===== src/rtl/serial_subtractor.sv =====
// Bit-serial unsigned subtractor: computes AA - BB one bit per clock, LSB first,
// with a registered borrow chain and start/busy/done handshake.
module serial_subtractor #(
    parameter int WIDTH = 4
) (
    input  logic             clk,
    input  logic             rst,
    input  logic             start,
    input  logic [WIDTH-1:0] AA,
    input  logic [WIDTH-1:0] BB,
    output logic             busy,
    output logic             done,
    output logic [WIDTH-1:0] DD,
    output logic             BO,
    output logic             ZF
);
    localparam int CW = $clog2(WIDTH) + 1;
    localparam logic [CW-1:0] LAST_BIT = CW'(WIDTH - 1);

    typedef enum logic [1:0] {
        IDLE,
        RUN,
        DONE
    } state_t;

    state_t           state_reg;
    logic [WIDTH-1:0] ra_reg;
    logic [WIDTH-1:0] rb_reg;
    logic [WIDTH-1:0] rp_reg;
    logic             bor_reg;
    logic [CW-1:0]    cnt_reg;

    logic             d_bit;
    logic             bor_next;
    logic [WIDTH-1:0] rp_next;

    // One full-subtractor cell; the difference bit enters rp from the top so
    // that after WIDTH shifts bit 0 of the result sits in rp[0].
    always_comb begin
        d_bit    = ra_reg[0] ^ rb_reg[0] ^ bor_reg;
        bor_next = (~ra_reg[0] & rb_reg[0]) | (~(ra_reg[0] ^ rb_reg[0]) & bor_reg);
        rp_next  = {d_bit, rp_reg[WIDTH-1:1]};
    end

    always_ff @(posedge clk) begin
        if (rst) begin
            state_reg <= IDLE;
            ra_reg    <= '0;
            rb_reg    <= '0;
            rp_reg    <= '0;
            bor_reg   <= 1'b0;
            cnt_reg   <= '0;
            busy      <= 1'b0;
            done      <= 1'b0;
            DD        <= '0;
            BO        <= 1'b0;
            ZF        <= 1'b1;
        end else begin
            case (state_reg)
                IDLE: begin
                    done <= 1'b0;
                    if (start) begin
                        ra_reg    <= AA;
                        rb_reg    <= BB;
                        rp_reg    <= '0;
                        bor_reg   <= 1'b0;
                        cnt_reg   <= '0;
                        busy      <= 1'b1;
                        state_reg <= RUN;
                    end
                end
                RUN: begin
                    ra_reg  <= ra_reg >> 1;
                    rb_reg  <= rb_reg >> 1;
                    rp_reg  <= rp_next;
                    bor_reg <= bor_next;
                    cnt_reg <= cnt_reg + 1'b1;
                    // Results are loaded from the next-state values so the last
                    // processed bit is included on the same edge.
                    if (cnt_reg == LAST_BIT) begin
                        DD        <= rp_next;
                        BO        <= bor_next;
                        ZF        <= (rp_next == '0);
                        busy      <= 1'b0;
                        done      <= 1'b1;
                        state_reg <= DONE;
                    end
                end
                DONE: begin
                    done      <= 1'b0;
                    state_reg <= IDLE;
                end
                default: begin
                    busy      <= 1'b0;
                    done      <= 1'b0;
                    state_reg <= IDLE;
                end
            endcase
        end
    end
endmodule


===== config.mk =====
export PLATFORM = sky130hd
export DESIGN_NAME = serial_subtractor
export DESIGN_NICKNAME = d
export VERILOG_FILES = /design/src/rtl/serial_subtractor.sv
export SDC_FILE = /design/constraint.sdc
export NUM_CORES = 1
export LEC_CHECK = 0
export CELL_PAD_IN_SITES_DETAIL_PLACEMENT = 1
export CELL_PAD_IN_SITES_GLOBAL_PLACEMENT = 1
export CORE_MARGIN = 4
export CORE_UTILIZATION = 30
export DETAILED_ROUTE_END_ITERATION = 7
export PLACE_DENSITY_LB_ADDON = 0.05
export SETUP_SLACK_MARGIN = 0.4
export SKIP_CTS_REPAIR_TIMING = 1
export SLEW_MARGIN = 10
export SYNTH_ARGS = -nofsm -noshare
export SYNTH_HDL_FRONTEND = slang
export SYNTH_SLANG_ARGS = --single-unit

===== constraint.sdc =====
create_clock -name clk -period 1.5 [get_ports clk]
set_input_delay 0.225 -clock clk [delete_from_list [all_inputs] [get_ports clk]]
set_output_delay 0.225 -clock clk [all_outputs]
set_load 0.01 [all_outputs]

# After elaboration in Yosys (flattened, before gate mapping)
# Index checks and enable logic that the tools add are counted.
[totals]
elab_cells = 50
mem_count = 0
reg_bits = 26
latch_bits = 0
romBits = 0
in_bits = 11
ram_bits = 0
output_inout_bits = 8
[op_classes]
addsub = 1
shift = 0
n_mul = 0
bitwise = 9
n_reduce_logical = 8
n_eq_ne = 5
muxes = 16
magnitude_cmp = 0
div = 0
[op_table]
columns = ["cell", "n"]
rows = [
  ["$pmux W4 S2", 3],
  ["$mux W4", 3],
  ["$pmux W3 S2", 1],
  ["$reduce_and A2 Y1", 3],
  ["$logic_not A4 Y1", 1],
  ["$mux W2", 2],
  ["$ne A2 B2 Y1 const B", 2],
  ["$not A1 Y1", 4],
  ["$pmux W2 S2", 1],
  ["$add A3 B1 Y3 const B", 1],
  ["$eq A3 B2 Y1 const B", 1],
  ["$mux W1", 3],
  ["$mux W3", 1],
  ["$pmux W1 S3", 1],
  ["$reduce_and A3 Y1", 1],
  ["$and A1 B1 Y1", 2],
  ["$eq A2 B1 Y1 const B", 1],
  ["$eq A2 B2 Y1 const B", 1],
  ["$logic_not A2 Y1", 1],
  ["$pmux W1 S2", 1],
  ["$reduce_bool A2 Y1", 1],
  ["$reduce_or A2 Y1", 1],
  ["$xor A1 B1 Y1", 2],
  ["$or A1 B1 Y1", 1],
]

# Longest topological paths before layout
# Gate-level depths: netlist (run 1).
[logic_depth]
word_depth = 5
depth_mapped = 5
depth_no_buf = 5

# Least setup slack after synthesis (run 1)
# No wires, ideal clock.
[synth_timing]
path_type = "register to register"
startpoint = "register rb_reg[0]"
endpoint = "register ZF"
setup_ns = 0.058
setup_slack_ns = -0.023
required_time_ns = 1.442
synth_period_minus_slack_ns = 1.523
stages_incl_launch_ff = 6
arrival_ns = 1.465
path_buffers = 0
path_cell_list = "dfxtp_1 inv_1 fa_1 or4_1 nor2_1 a211o_1"
[synth_via]
elab_chain_cells = 3
[synth_lines]
columns = ["element", "line_no", "source"]
rows = [
  ["from (decl)", "28", "logic [WIDTH-1:0] rb_reg;"],
  ["from (signal assigned)", "74", "rb_reg <= rb_reg >> 1;"],
  ["$xor A1 B1 Y1 (2 in series)", "40", "d_bit = ra_reg[0] ^ rb_reg[0] ^ bor_reg;"],
  ["via d_bit", "33", "logic d_bit;"],
  ["$logic_not A4 Y1", "83", "ZF <= (rp_next == '0);"],
  ["to (signal assigned)", "83", ""],
  ["to (decl)", "15", "output logic ZF"],
]
# The timed path passes the listed nets, and every way through them passes these cells.
# A chain may end at the register's enable or synchronous reset.

# Worst setup path in the final report (run 1)
[layout_timing]
startpoint = "register bor_reg"
endpoint = "register ZF"
[layout_via]
elab_chain_cells = 2
[layout_lines]
columns = ["element", "line_no", "source"]
rows = [
  ["from (decl)", "30", "logic bor_reg;"],
  ["from (signal assigned)", "76", "bor_reg <= bor_next;"],
  ["$xor A1 B1 Y1", "40", ""],
  ["via d_bit", "33", ""],
  ["$logic_not A4 Y1", "83", ""],
]
# The timed path passes the listed nets, and every way through them passes these cells.

==> out/results.ini, run 1 <==
[route]
drt-initial-drc-count=45
drc=0
vias_per_cell=4.75
vias=869
firstDrtPassIters=4
wirelength_mm=2.58
wl_per_cell_um=14.1
ant_nets=0

[hold_path]
min_path_cells=3
min_from=start
hp-class=in -> reg

[grt]
grt_overflow=0
grt_max_degree=16
grt_pass1_wl_mm=3.93
antenna_found_initial=0
grt_use_total=0.114
grt_pass1_vias=836

[synth]
syn-cell-area_um2=1090
yosysMostFrequentCell=dfxtp_1
async_flop_share=0
synth_fp_nets=115
netlist.area_leader.share=0.460
syn_area_per_cell_um2=10.8
seq_area_frac_synth=0.460
syn_inst=101
yosysUniqueCellTypes=28
synth_edf_count=0
synthTopCellsByCount=25 x dfxtp_1, 18 x nor2_1, 11 x mux2i_1
synth_seq_cells=25
yosys_warnings=0
synth_top_area_cell=dfxtp_1
ys.flop_type=dfxtp_1
synthTopCellsByArea=dfxtp_1 46%, mux2i_1 10%, a211oi_2 6.9%

[power_and_ir_drop]
p_int_w=0.000981
pwr-share-seq=0.534
combPwrFrac=0.230
p_sw_w=0.000376
leakage_nw=0.709
p_clk_frac=0.236
peakVddDrop_mv=0.358
swShare=0.277
power_density_nw_per_um2=829

[worst_setup_path]
required_ps=1790
cp_max_fo=2
path_class=reg -> reg
start_kind=flip-flop
rr_startpoint=bor_reg$_SDFFE_PP0P_
worstRegToRegCells=5
cp_data_arrival_time_ps=1790
endpoint_kind=flip-flop
cp-startpoint=bor_reg$_SDFFE_PP0P_

[placement]
post-dp-hpwl_mm=1.76
routabilityCongestion=0.700
place_inst=167
port-buffer-count=18

[layout]
fin_nets=152
area_growth_pct=50.5
num_antenna_cells=0
final_cells=183
drive_above_1_share=0.533
postLayoutCoreUtil=0.479
final.fill_count=374

[sta]
post-route-period-util=1.00
finalClockSkew_ps=8.84
max_slew.worst_pin.slew_ps=205
finalHoldViolations=0
layout_setup_ws_ps=-4.61
relSlewSlack=0.860
finalHoldWorstSlack_ps=430
fmax_mhz=665
setup_violations=1
fin_crit_ps=1500
rsz0062_at_grt=true
drv_slew=0

[die]
io_pins=19
coreArea_um2=3420
die_x_um=68.2
start_util=0.318
dieArea_um2=4650
die_h_um=68.2
num_rows=21

[run]
maxCapViolCount=0

[cts]
cts_tree=built
clkLatencyLatePin_ps=320
clock-sinks=25
cts_buffer_depth=2
htree_levels=1
cts_root_buffer=clkbuf_4
clk_pin_slew_ps=150
cts_made_buffers=3

[status]
violations=setup timing
outcome=complete, but fails checks

-- power by group through the flow --
stage / combinational [W] / clock (W) / sequential [W]
CTS: 0.000229 / 0.000340 / 0.000721
floorplan: 0.000143 / 0 / 0.000733
detailed placement: 0.000226 / 0 / 0.000735
global route: 0.000336 / 0.000362 / 0.000730
global placement: 0.000221 / 0 / 0.000734
finish: 0.000312 / 0.000320 / 0.000724
-- placed cells by master, fill, tap and decap left out, types with 3 or more instances in the layout --
master	count
dlymetal6s2s_1	4
nor2_2	4
clkbuf_4	3
mux2i_1	10
buf_4	9
dfxtp_2	10
clkbuf_2	4
buf_6	6
inv_2	3
clkdlybuf4s50_1	10
a22oi_2	5
nor2_1	17
a211oi_2	6
dfxtp_1	13
-- per-layer routing --
metal  vias up  wire length [um]  track usage
li1        435                 -            -
met3         2                74       0.0279
met2         6              1390        0.200
met5         -                 0            0
met1       426              1100        0.135
met4         0                14       0.0372
-- path summary, 6_finish.rpt --
path | end | slack [ps]
worst max-delay path | ZF$_SDFFE_PP1P_ | -5
worst max register to register | ZF$_SDFFE_PP1P_ | -5
worst min register to register | bor_reg$_SDFFE_PP0P_ | 500
worst min-delay path | ra_reg[0]$_SDFFE_PP0P_ | 430
-- area by class of cell --
class | count | area (um^2) | share of cell area
Sequential cell | 25 | 520 | 0.318
Clock inverter | 1 | 7.51 | 0.00459
Inverter | 4 | 15.0 | 0.00917
Tap cell | 46 | 57.6 | 0.0352
Clock buffer | 3 | 22.5 | 0.0138
Timing Repair Buffer | 36 | 360 | 0.220
Multi-Input combinational cell | 68 | 653 | 0.399
-- logic make-up (layout without fill, tap and decap cells) --
| kind of cell | after synthesis | count (layout) | share of synthesized area |
|---|---|---|---|
| buffers and inverters | 9 | 44 | 0.0518 |
| adder cells (fa/ha/maj) | 3 | 3 | 0.0414 |
| flip-flops | 25 | 25 | 0.460 |
| AND/OR/NAND/NOR | 31 | 31 | 0.150 |
| AO/OA/AOI/OAI | 22 | 23 | 0.196 |
| multiplexers | 11 | 11 | 0.101 |
-- critical path: stages, from the launching register on --
cell and delay, ps:
dfxtp_2 350, inv_2 50, fa_2 450, or4_4 440
nor2_4 90, a211o_1 90
-- stage by stage --
step / power (W) / instance area, um^2 / setup WS [ps] / setup TNS, ps
after floorplan: 0.000876 / 1120 / 50.3 / 0
after global placement: 0.000954 / 1390 / 33.9 / 0
after detailed placement: 0.000961 / 1390 / -19.6 / -19.6
after CTS: 0.00129 / 1420 / -40.2 / -40.2
after global routing: 0.00143 / 1640 / -48.8 / -78.8
final: 0.00136 / 1640 / -4.61 / -4.61
(Power assumes the default switching activity.)
==> run 2, diff against run 1 <==
--- a/config.mk
+++ b/config.mk
@@ -8,7 +8,7 @@
 export CELL_PAD_IN_SITES_DETAIL_PLACEMENT = 1
 export CELL_PAD_IN_SITES_GLOBAL_PLACEMENT = 1
 export CORE_MARGIN = 4
-export CORE_UTILIZATION = 30
+export CORE_UTILIZATION = 35
 export DETAILED_ROUTE_END_ITERATION = 7
 export PLACE_DENSITY_LB_ADDON = 0.05
 export SETUP_SLACK_MARGIN = 0.4
==> run 2 against run 1 <==
Effect of this change:
- the run still ends with setup timing left
- cell count is 9.8% lower
- non-clock buffer count decreased by 3
- clock skew shrank 0.97 ps
- via count down 0.12%
- sequential power barely moved
- largest power group unchanged
==> out/results.ini, run 2 (synthesis results as in run 1) <==
[hold_path]
hp-class=in -> reg
hold_end=rb_reg[0]$_SDFFE_PP0P_
min_from=start
min_path_cells=3  ; unchanged

[layout]
drive_above_1_share=0.552  ; +0.0194
final.fill_count=309  ; -17%
final_common_cell=nor2_1
area_growth_pct=43.6
fin_nets=149  ; -2.0%
postLayoutCoreUtil=0.547  ; +0.0682
num_antenna_cells=0  ; unchanged
final_cell_mix=17 x nor2_1, 12 x dfxtp_1, 10 x dfxtp_2, 9 x mux2i_1, 9 x clkdlybuf4s50_1

[sta]
finalHoldViolations=0  ; unchanged
finalClockSkew_ps=7.88  ; -0.967 ps
drv_slew=0  ; unchanged
fin_crit_ps=1550  ; +49.4 ps
fmax_mhz=643  ; -3.2%
max_slew.worst_pin.slew_ps=344  ; +139 ps
layout_setup_ws_ps=-54.1  ; -49.4 ps
setup_tns_ps=-54.1  ; -49.4 ps
rsz0062_at_grt=true
finalHoldWorstSlack_ps=401  ; -29.0 ps
post-route-period-util=1.04  ; +0.0330
relSlewSlack=0.770  ; -0.0892
setup_violations=1  ; unchanged

[grt]
grt_overflow=0  ; unchanged
grt_use_total=0.123  ; +0.00863
grt_max_degree=26  ; +10
use_met3=0.0350  ; +0.00711
antenna_found_initial=0  ; unchanged
grt_pass1_vias=808  ; -3.3%
use_met2=0.201  ; +0.00102
met1_usage=0.149  ; +0.0139
grt_pass1_wl_mm=3.88  ; -1.2%
grt.busiest_layer=met2

[placement]
post-dp-hpwl_mm=1.67  ; -5.0%
port-buffer-count=18  ; unchanged
routabilityCongestion=0.709  ; +1.3%

[power_and_ir_drop]
power_density_nw_per_um2=849  ; +2.5%
leakage_nw=0.647  ; -8.6%
total_power_w=0.00133  ; -2.2%
peakVddDrop_mv=0.725  ; +100%

[route]
ant_nets=0  ; unchanged
drc=0  ; unchanged
firstDrtPassIters=4  ; unchanged
wl_per_cell_um=16.1  ; +14%
vias=868  ; -0.12%
vias_per_cell=5.26  ; +11%
wirelength_mm=2.66  ; +2.9%
drt-initial-drc-count=20  ; -56%

[worst_setup_path]
cp_max_fo=2  ; unchanged
rr_startpoint=bor_reg$_SDFFE_PP0P_
cp_data_arrival_time_ps=1840  ; +50 ps
endpoint_kind=flip-flop
worst_r2r_endpoint=ZF$_SDFFE_PP1P_
rrSetupSlack_ps=-50  ; -50 ps
worstRegToRegCells=5  ; unchanged
required_ps=1790  ; about the same
start_kind=flip-flop
path_class=reg -> reg

[status]
outcome=complete, but fails checks
violations=setup timing

[cts]
cts_made_buffers=3  ; unchanged
cts_tree=built
clock-sinks=25  ; unchanged
htree_levels=1  ; unchanged
clkLatencyLatePin_ps=330  ; about the same
cts_root_buffer=clkbuf_4
clk_pin_slew_ps=140  ; about the same
cts_buffer_depth=2  ; unchanged

[die]
die_h_um=63.7  ; -6.5%
num_rows=19  ; -9.5%
start_util=0.381  ; +0.0628
die_x_um=63.7  ; -6.5%
dieArea_um2=4060  ; -13%
io_pins=19  ; unchanged
coreArea_um2=2850  ; -16%

[run]
maxCapViolCount=0  ; unchanged

==> run 2: cell count changes in the layout (fill, tap and decap cells not counted), moves of 2 or more <==
cell / delta
buf_4: -3
a22oi_1: +3
buf_6: +2
dlymetal6s2s_1: -3
clkbuf_2: +3
a22oi_2: -3
==> run 2: final cells by class <==
type,count,area (um^2),share of cell area
Sequential cell,25,524,0.336
Timing Repair Buffer,33,298,0.191
Clock buffer,3,22.5,0.0144
Inverter,4,15.0,0.00962
Clock inverter,1,7.51,0.00481
Tap cell,31,38.8,0.0248
Multi-Input combinational cell,68,656,0.420
==> run 2: critical path, cell delays in order, from the launching register on <==
cell and delay (ps):
dfxtp_2 370, inv_2 40, fa_2 450, or4_4 440, nor2_4 100, a211o_1 110
==> run 2: metal layers <==
layer  wire, um  share of wire
met1       1220           0.46
met5          0              0
met4         59          0.022
met3         68          0.026
met2       1310           0.49
==> run 2: power by group <==
group / switching, W / internal, W
logic: 0.000124 / 0.000160
clock network: 0.000214 / 0.000102
registers: 0.0000304 / 0.000695
==> run 2: metrics by stage <==
| step | setup WS (ps) | cells | area, um^2 |
|---|---|---|---|
| after floorplan | 50.3 | 101 | 1120 |
| after global placement | 45.8 | 151 | 1360 |
| after detailed placement | -21.5 | 151 | 1360 |
| after CTS | -62.3 | 155 | 1390 |
| after global routing | -109 | 165 | 1560 |
| final | -54.1 | 165 | 1560 |
==> run 2: how the worst max path moves through the flow <==
stage	start	end	slack, ps	cells past startpoint
floorplan	bor_reg$_SDFFE_PP0P_	ZF$_SDFFE_PP1P_	50	5
global placement	bor_reg$_SDFFE_PP0P_	ZF$_SDFFE_PP1P_	50	5
detailed placement	ra_reg[0]$_SDFFE_PP0P_	ZF$_SDFFE_PP1P_	-20	4
CTS	ra_reg[0]$_SDFFE_PP0P_	ZF$_SDFFE_PP1P_	-60	4
global route	bor_reg$_SDFFE_PP0P_	ZF$_SDFFE_PP1P_	-110	5
finish	bor_reg$_SDFFE_PP0P_	ZF$_SDFFE_PP1P_	-50	5
==> run 3, diff against run 2 <==
==> constraint.sdc (replaced) <==
create_clock -name clk -period 1.32 [get_ports clk]
set_input_delay 0.198 -clock clk [delete_from_list [all_inputs] [get_ports clk]]
set_output_delay 0.198 -clock clk [all_outputs]
set_load 0.01 [all_outputs]
==> run 3 against run 2 <==
Effect of this change:
- the flow still finishes with violations (setup timing)
- critical endpoint unchanged
- clock power grew 20%
- largest cell class unchanged
- utilization rose by 4.3 points
- sequential share of layout area down 2.5 points
- total power up 19%
- sequential cell count unchanged
- critical path depth is the same
- sequential power grew 13%
- combinational power is 31% higher
==> out/results.ini, run 3 (synthesis results as in run 1) <==
[status]
outcome=complete, but fails checks
violations=setup timing

[run]
maxCapViolCount=0  ; unchanged

[hold_path]
hp-class=in -> reg
min_path_cells=3  ; unchanged
hold_end=rb_reg[3]$_SDFFE_PP0P_
min_from=BB[3]

[worst_setup_path]
start_kind=flip-flop
cp_max_fo=2  ; unchanged
required_ps=1620  ; -170 ps
worst_r2r_endpoint=ZF$_SDFFE_PP1P_
worstRegToRegCells=5  ; unchanged
rr_startpoint=rb_reg[0]$_SDFFE_PP0P_
rrSetupSlack_ps=-170  ; -110 ps
endpoint_kind=flip-flop
path_class=reg -> reg
cp_data_arrival_time_ps=1790  ; -50 ps

[die]
io_pins=19  ; unchanged
num_rows=19  ; unchanged
dieArea_um2=4060  ; unchanged
die_h_um=63.7  ; unchanged
die_x_um=63.7  ; unchanged
start_util=0.381  ; unchanged
coreArea_um2=2850  ; unchanged

[cts]
cts_buffer_depth=2  ; unchanged
clkLatencyLatePin_ps=340  ; about the same
cts_tree=built
clk_pin_slew_ps=160  ; +20 ps
clock-sinks=25  ; unchanged
cts_root_buffer=clkbuf_4
cts_made_buffers=3  ; unchanged
htree_levels=1  ; unchanged

[grt]
grt_max_degree=16  ; -38%
grt_use_total=0.137  ; +0.0143
antenna_found_initial=0  ; unchanged
grt_overflow=0  ; unchanged
grt_pass1_wl_mm=4.33  ; +12%
grt_pass1_vias=898  ; +11%

[route]
wirelength_mm=2.79  ; +4.9%
vias=893  ; +2.9%
wl_met1_mm=1.22  ; about the same
wl_met3_um=94  ; +38%
wl_per_cell_um=16.3  ; +1.2%
ant_nets=0  ; unchanged
dr_wl_met2_mm=1.41  ; +7.5%
highest_layer=met4
vias_per_cell=5.22  ; -0.73%
drt-initial-drc-count=20  ; unchanged
firstDrtPassIters=4  ; unchanged
drc=0  ; unchanged

[layout]
fin_nets=155  ; +4.0%
drive_above_1_share=0.557  ; +0.00490
final.fill_count=309  ; unchanged
postLayoutCoreUtil=0.591  ; +0.0434
final_common_cell=nor2_1
final_cell_mix=17 x nor2_1, 15 x buf_6, 12 x dfxtp_1
final_area_um2=1690  ; +7.9%
final_cells=171  ; +3.6%
area_growth_pct=55.0
num_antenna_cells=0  ; unchanged

[power_and_ir_drop]
peakVddDrop_mv=0.589  ; -19%
leakage_nw=0.699  ; +8.0%
total_power_w=0.00157  ; +19%
power_density_nw_per_um2=933  ; +9.9%

[placement]
port-buffer-count=18  ; unchanged
post-dp-hpwl_mm=1.77  ; +5.6%
place_inst=154  ; +2.0%
routabilityCongestion=0.713  ; +0.49%
placed_area_um2=1420  ; +4.5%

[sta]
relSlewSlack=0.755  ; -0.0150
post-route-period-util=1.13  ; +0.0902
setup_violations=4  ; +3
fin_crit_ps=1490  ; -67.4 ps
drv_slew=0  ; unchanged
finalHoldViolations=0  ; unchanged
max_slew.worst_pin.slew_ps=366  ; +22.8 ps
layout_setup_ws_ps=-167  ; -113 ps
rsz0062_at_grt=true
finalClockSkew_ps=8.07  ; +0.191 ps
fmax_mhz=673  ; +4.5%
finalHoldWorstSlack_ps=483  ; +81.3 ps

[run 3: cell types whose count changed in the layout (fill, tap and decap cells not counted), sizes merged]
cell | before | now
clkbuf | 10 | 3
clkdlybuf4s50 | 9 | 10
o21ba | 2 | 1
o21bai | 1 | 2
buf | 16 | 28
[run 3: stage by stage]
step | setup slack (ps) | TNS, ps
CTS | -172 | -1350
detailed placement | -136 | -553
floorplan | -106 | -106
finish | -167 | -413
global placement | -115 | -492
global route | -267 | -708
[run 3: report_power, final]
group,internal (W),total [W],switching [W]
clock,0.000116,0.000381,0.000265
sequential,0.000788,0.000820,0.0000324
combinational,0.000215,0.000371,0.000156
[run 3: layout make-up]
| cell class | instances | area, um^2 | area share |
|---|---|---|---|
| multi-input combinational | 68 | 668 | 0.396 |
| sequential | 25 | 524 | 0.311 |
| timing repair buffer | 39 | 407 | 0.241 |
| tap | 31 | 38.8 | 0.0230 |
| clock buffer | 3 | 22.5 | 0.0134 |
| inverter | 4 | 17.5 | 0.0104 |
| clock inverter | 1 | 7.51 | 0.00445 |
[run 3: how the worst max path moves through the flow]
stage / from / to / slack, ps / cells past startpoint
after floorplan: bor_reg$_SDFFE_PP0P_ / ZF$_SDFFE_PP1P_ / -110 / 5
after detailed placement: bor_reg$_SDFFE_PP0P_ / ZF$_SDFFE_PP1P_ / -140 / 5
after global placement: bor_reg$_SDFFE_PP0P_ / ZF$_SDFFE_PP1P_ / -110 / 5
final: rb_reg[0]$_SDFFE_PP0P_ / ZF$_SDFFE_PP1P_ / -170 / 5
after CTS: rb_reg[0]$_SDFFE_PP0P_ / ZF$_SDFFE_PP1P_ / -170 / 5
after global routing: bor_reg$_SDFFE_PP0P_ / ZF$_SDFFE_PP1P_ / -270 / 5
[run 3: routing by layer]
metal	vias to the layer above	global-route usage
met4	0	0.0647
met5	-	0
met1	434	0.163
met3	5	0.0298
li1	438	-
met2	16	0.235
[run 3: worst max-delay path, stage by stage, from the launching register on]
cell	delay, ps
dfxtp_1	340
inv_1	80
fa_2	440
or4_1	400
nor2_1	100
a211o_1	90
